[src/rtl/mandelbrot_fb_writer.sv]
// Mandelbrot framebuffer writer: maps iteration counts to colours through a
// writable palette RAM and writes them to the framebuffer over a req/ack bus.
// A small stats FSM counts acknowledged writes and raises done at frame end.
module mandelbrot_fb_writer #(
    parameter int              MAXITERS   = 256,
    parameter int              IW         = $clog2(MAXITERS),
    parameter int              AW         = 12,
    parameter int              MAW        = 24,
    parameter int              PW         = 16,
    parameter logic [PW-1:0]   INSIDE_COL = '0
) (
    input  logic           clk,
    input  logic           clk_en,
    input  logic           rst,
    input  logic           init,
    input  logic [31:0]    npixels,
    input  logic [MAW-1:0] fb_base,
    output logic           done,
    input  logic           in_vld,
    output logic           in_rdy,
    input  logic [IW-1:0]  in_dat,
    input  logic [AW-1:0]  in_adr,
    input  logic           pal_we,
    input  logic [IW-1:0]  pal_adr,
    input  logic [PW-1:0]  pal_dat,
    output logic           mem_cs,
    output logic           mem_we,
    output logic [MAW-1:0] mem_adr,
    output logic [PW-1:0]  mem_dat_w,
    input  logic           mem_ack
);

    typedef enum logic [1:0] {S_IDLE, S_RUN, S_DONE} state_t;

    // Framebuffer address: base plus zero-extended pixel address, wrapping at 2^MAW.
    function automatic logic [MAW-1:0] fb_addr(input logic [MAW-1:0] base,
                                               input logic [AW-1:0]  pix);
        return base + MAW'(pix);
    endfunction

    // Pixels that never escaped get the fixed inside colour, not the palette entry.
    function automatic logic [PW-1:0] colour_sel(input logic [IW-1:0] iter,
                                                 input logic [PW-1:0] pal);
        return (iter == IW'(MAXITERS - 1)) ? INSIDE_COL : pal;
    endfunction

    logic [PW-1:0]  pal_mem [MAXITERS];

    logic           vld_p1;
    logic [IW-1:0]  iter_p1;
    logic [AW-1:0]  adr_p1;
    logic [PW-1:0]  pal_q_p1;

    logic           vld_p2;
    logic [MAW-1:0] mem_adr_p2;
    logic [PW-1:0]  mem_dat_p2;

    logic           p2_adv;
    logic           p1_adv;
    logic           in_xfer;
    logic           wr_ack;

    logic           init_r;
    logic           init_rise;
    state_t         state, state_nxt;
    logic [31:0]    cnt, cnt_nxt;

    assign p2_adv    = !vld_p2 || mem_ack;
    assign p1_adv    = vld_p1 && p2_adv;
    assign in_rdy    = !vld_p1 || p2_adv;
    assign in_xfer   = in_vld && in_rdy;
    assign wr_ack    = vld_p2 && mem_ack;
    assign init_rise = init && !init_r;

    assign mem_cs    = vld_p2;
    assign mem_we    = vld_p2;
    assign mem_adr   = mem_adr_p2;
    assign mem_dat_w = mem_dat_p2;
    assign done      = (state == S_DONE);

    // Palette RAM: single write port, read-first registered read on input transfer.
    always_ff @(posedge clk) begin
        if (clk_en) begin
            if (pal_we)
                pal_mem[pal_adr] <= pal_dat;
            if (in_xfer)
                pal_q_p1 <= pal_mem[in_dat];
        end
    end

    // ---- stage P1: capture count/address alongside the palette read ----
    always_ff @(posedge clk) begin
        if (clk_en && in_xfer) begin
            iter_p1 <= in_dat;
            adr_p1  <= in_adr;
        end
    end

    // P1 valid: set on transfer, cleared when its pixel moves to P2.
    always_ff @(posedge clk) begin
        if (rst)
            vld_p1 <= 1'b0;
        else if (clk_en) begin
            if (in_xfer)
                vld_p1 <= 1'b1;
            else if (p1_adv)
                vld_p1 <= 1'b0;
        end
    end

    // ---- stage P2: memory request register, held stable until acknowledged ----
    always_ff @(posedge clk) begin
        if (rst) begin
            vld_p2     <= 1'b0;
            mem_adr_p2 <= '0;
            mem_dat_p2 <= '0;
        end else if (clk_en && p2_adv) begin
            vld_p2 <= vld_p1;
            if (vld_p1) begin
                mem_adr_p2 <= fb_addr(fb_base, adr_p1);
                mem_dat_p2 <= colour_sel(iter_p1, pal_q_p1);
            end
        end
    end

    // Stats FSM state, pixel counter and init edge detector.
    always_ff @(posedge clk) begin
        if (rst) begin
            state  <= S_IDLE;
            cnt    <= '0;
            init_r <= 1'b0;
        end else if (clk_en) begin
            state  <= state_nxt;
            cnt    <= cnt_nxt;
            init_r <= init;
        end
    end

    // Stats next state: init edge reloads and wins over a coincident ack.
    always_comb begin
        state_nxt = state;
        cnt_nxt   = cnt;
        if (init_rise) begin
            cnt_nxt   = npixels;
            state_nxt = (npixels == 32'd0) ? S_DONE : S_RUN;
        end else if (state == S_RUN) begin
            if (cnt == 32'd0)
                state_nxt = S_DONE;
            else if (wr_ack) begin
                cnt_nxt = cnt - 32'd1;
                if (cnt == 32'd1)
                    state_nxt = S_DONE;
            end
        end
    end

endmodule

[config.mk]
export PLATFORM = sky130hd
export DESIGN_NAME = mandelbrot_fb_writer
export DESIGN_NICKNAME = d
export VERILOG_FILES = /design/src/rtl/mandelbrot_fb_writer.sv
export SDC_FILE = /design/constraint.sdc
export NUM_CORES = 2
export LEC_CHECK = 0
export BUFFER_PORTS_ARGS = -buffer_cell sky130_fd_sc_hd__buf_2
export CELL_PAD_IN_SITES_DETAIL_PLACEMENT = 2
export CELL_PAD_IN_SITES_GLOBAL_PLACEMENT = 2
export CORE_UTILIZATION = 51
export DETAILED_ROUTE_END_ITERATION = 12
export GPL_TIMING_DRIVEN = 1
export HOLD_SLACK_MARGIN = 0.15
export PLACE_DENSITY_LB_ADDON = 0.1
export SLEW_MARGIN = 20
export SYNTH_ARGS = -nofsm -noshare
export SYNTH_HDL_FRONTEND = slang
export SYNTH_SLANG_ARGS = --single-unit
[constraint.sdc]
create_clock -name clk -period 4.5 [get_ports clk]
set_input_delay 0.9 -clock clk [delete_from_list [all_inputs] [get_ports clk]]
set_output_delay 0.9 -clock clk [all_outputs]
set_load 0.01 [all_outputs]
==> results.yml, run 1 <==
status:
  status: "aborted with a tool error"
  haltStage: "detailed placement (3_5_place_dp)"
  error_message: "[ERROR DPL-0033] detailed placement checks failed during check placement."
logic_synthesis:
  synth-async-reset-ratio_pct: 0
  yosysWarnings: 0
  synth_top_flop_cell: "edfxtp_1"
  synth.distinct_cells: 68
  yosys.area.top_type_share_pct: 76.35
  synth_area_leader_cell: "edfxtp_1"
  ys_seq_elements: 4209
  post-synth-top-count-cell: "edfxtp_1"
  syn_inst: 7516
  ys_seq_area_share_pct: 77.29
  syn-num-nets: 7638
  synth.top_cells.by_count: "edfxtp_1, mux4_2, mux2i_1, nor2_1, o22ai_1"
  synth_edf_count: 4132
  synth.cell_area_um2: 162500
  synth_area_leaders: "edfxtp_1, mux4_2, mux2i_1"
  avgSynthCellArea_um2: 21.62
place:
  hpwlAfterDp_um: 384200
  gp_congestion: 0.8396
  io_buffers: 150
floorplanning:
  ioPinCount: 151
  die_y_um: 566.5
  die_w_um: 566.5
  row_count: 206
  initial_core_util_pct: 51.43
==> logic make-up after synthesis <==
logic type | Yosys count | synth area share [%]
flip-flops | 4209 | 77.29
multiplexers | 1496 | 16.41
AO/OA/AOI/OAI | 673 | 2.890
AND/OR/NAND/NOR | 637 | 1.822
buffers and inverters | 483 | 1.452
adder cells (fa/ha/maj) | 15 | 0.1201
XOR/XNOR | 3 | 0.01617
==> stage by stage <==
step	area (µm²)	hold slack, ns	TNS (ns)
2_1_floorplan	162500	0.4578	0
3_3_place_gp	173300	0.4422	-2.914
==> run 2, diff against run 1 <==
- CELL_PAD_IN_SITES_DETAIL_PLACEMENT: 2 -> default
- CELL_PAD_IN_SITES_GLOBAL_PLACEMENT: 2 -> default
- CORE_UTILIZATION: 51 -> 40
- HOLD_SLACK_MARGIN: 0.15 -> default
- PLACE_DENSITY_LB_ADDON: 0.1 -> 0.15
==> results.yml, run 2 <==
setup_path:
  cp_slowest_cell: "a2111oi_0"
  crit_chain: "buf_12 -> buf_12 -> buf_12 -> mux4_2 -> mux2_2 -> a2111oi_0 -> buf_4 -> nor4_2 -> buf_4 -> nand3_1 -> a21oi_1"
  cp-start-kind: "primary input"
  endpoint_kind: "flip-flop"
  critPathRequiredTime_ns: 5.21
  path_buf_inv: 5
  critical_path_class: "in -> reg"
  crit_family: "buffers and inverters"
  cpPeakStageDelay_ns: 1.03
  crit_path_frequent_cell: "buf_12"
  cp.arrival_ns: 4.45
  worst-path-max-fanout: 24
logic_synthesis:
  post-synth-top-count-cell: "edfxtp_1"
  yosys.area.top_type_share_pct: 76.35
  ys_seq_area_share_pct: 77.29
  syn-num-nets: 7638
  synth.top_cells.by_count: "edfxtp_1, mux4_2, mux2i_1, nor2_1, o22ai_1"
  synth_area_leader_cell: "edfxtp_1"
  synth.distinct_cells: 68
  synth-async-reset-ratio_pct: 0
  avgSynthCellArea_um2: 21.62
  synth.cell_area_um2: 162500
  syn_inst: 7516
  ys_seq_elements: 4209
  yosysWarnings: 0
  synth_top_flop_cell: "edfxtp_1"
  synth_edf_count: 4132
  synth_area_leaders: "edfxtp_1, mux4_2, mux2i_1"
power:
  finalPower_mw: 82.83
  p_leak_nw: 60.17
  power_per_cell_area_nw_per_um2: 438.7
  ir_drop_v: 0.0003180
place:
  gp_congestion: 0.8208
  io_buffers: 150
  hpwlAfterDp_um: 273800
  dpl-instance-area_um2: 174900
  place_ws_ns: -0.1154
finish:
  largest_register_ffs: 4096
  area_delta_synth_final_pct: 16.18
  fin_nets: 8469
  nFillCells: 33550
  stdcell_area_um2: 188800
  drive_gt1_share_pct: 30.79
  top_register: "pal_mem"
  fin_util_pct: 46.80
  final_common_cell: "edfxtp_1"
  mostFrequentLayoutCells: "edfxtp_1, mux4_2, buf_4, mux2i_1, clkbuf_16"
floorplanning:
  row_count: 233
  initial_core_util_pct: 40.28
  die_area_um2: 408900
  die_y_um: 639.4
  design.core.area_um2: 403500
  ioPinCount: 151
  die_w_um: 639.4
timing:
  min_period_over_period_pct: 83.10
  fin_ws_ns: 0.7606
  fin_crit_ns: 3.739
  setup_viol: 0
  whs_ns: 0.09014
  hold_violations: 0
  rsz0062_at_grt: "no"
  max_freq_mhz: 267.4
  maxSlewViolCount: 0
  worst_pin_slew_ns: 1.229
  relSlewSlack_pct: 18.06
  clock_skew_ns: 0.05726
clock_tree:
  postCtsHoldBufs: 0
  cts_root_buf: "clkbuf_16"
  cts_tree: "done"
  cts.htree.levels: 5
  cts_setup_buffers: 0
  clock-sinks: 4209
  cts_buffers: 438
  clk_path_buf_depth: 4
  cts.repair.resized: 0
  clk_latency_ns: 1.00
  clkTransAtPathRegs_ns: 0.06
routing:
  routedWlPerCell_um: 32.19
  routed_via_density: 5.716
  detail_route.iter0.violations: 8752
  via_count: 80840
  routed_wl_um: 455200
  ant_nets: 1
  drt_first_pass_iters: 5
  drc: 0
global_routing:
  gr-total-overflow: 0
  antenna_found_initial: 33
  grtUsageTotal_pct: 22.00
  grt_pass1_vias: 82200
  grt_start_max_net_pins: 135
  grt_pass1_wl_um: 637100
run:
  max_cap_viol_count: 0
hold_path:
  hold_class: "in -> reg"
status:
  status: "finished, violations left"
  violations: "antenna violations"
[run 2: kinds of logic after synthesis]
kind of cell	Yosys count	share of synthesized area, %
flip-flops	4209	77.29
adder cells (fa/ha/maj)	15	0.1201
AND/OR/NAND/NOR	637	1.822
buffers and inverters	483	1.452
multiplexers	1496	16.41
XOR/XNOR	3	0.01617
AO/OA/AOI/OAI	673	2.890
[run 2: worst paths after layout]
| check | depth (start not counted) | start | to | slack (ns) |
|---|---|---|---|---|
| hold reg to reg | 2 | mem_adr[9] | mem_adr[9] | 0.45 |
| hold / removal | 1 | in_adr[3] | adr_p1[3] | 0.09 |
| setup reg to reg | 8 | pal_mem[118][8] | pal_q_p1[8] | 1.31 |
| setup / recovery | 11 | in_dat[0] | pal_q_p1[8] | 0.76 |
[run 2: worst register-to-register path: stages (launching register included)]
cell and delay, ns:
edfxtp_1 0.36, mux4_2 0.46, mux2_2 0.31, a2111oi_0 1.03
buf_4 0.27, nor4_2 0.05, buf_4 0.21, nand3_1 0.16
a21oi_1 0.07
[run 2: where the power goes]
part	switching (mW)	total [mW]	internal, mW
Clock	15.1	35.3	20.3
Combinational	2.68	4.28	1.60
Sequential	0.0770	43.2	43.1
[run 2: final cells by class]
| class | count | area [µm²] | share of cell area, % |
|---|---|---|---|
| inverter | 28 | 105.1 | 0.05566 |
| clock buffer | 540 | 11490 | 6.086 |
| antenna | 21 | 52.55 | 0.02783 |
| multi-input combinational | 2824 | 35100 | 18.59 |
| sequential | 4209 | 125600 | 66.53 |
| timing repair buffer | 846 | 7302 | 3.867 |
| clock inverter | 269 | 2389 | 1.265 |
| tap | 5405 | 6763 | 3.582 |
[run 2: through the flow]
step,instances,setup TNS [ns]
3_3_place_gp,13310,-3.347
4_1_cts,14120,0
5_1_grt,14120,0
2_1_floorplan,7516,0
6_report,14140,0
3_5_place_dp,13310,-0.2074
[run 2: layer usage]
metal	global-route usage, %	part of all wire [%]
met5	0	0
met2	36.04	49
met1	31.10	43
met3	3.588	6.4
met4	4.818	2.3
(Power assumes the default switching activity.)
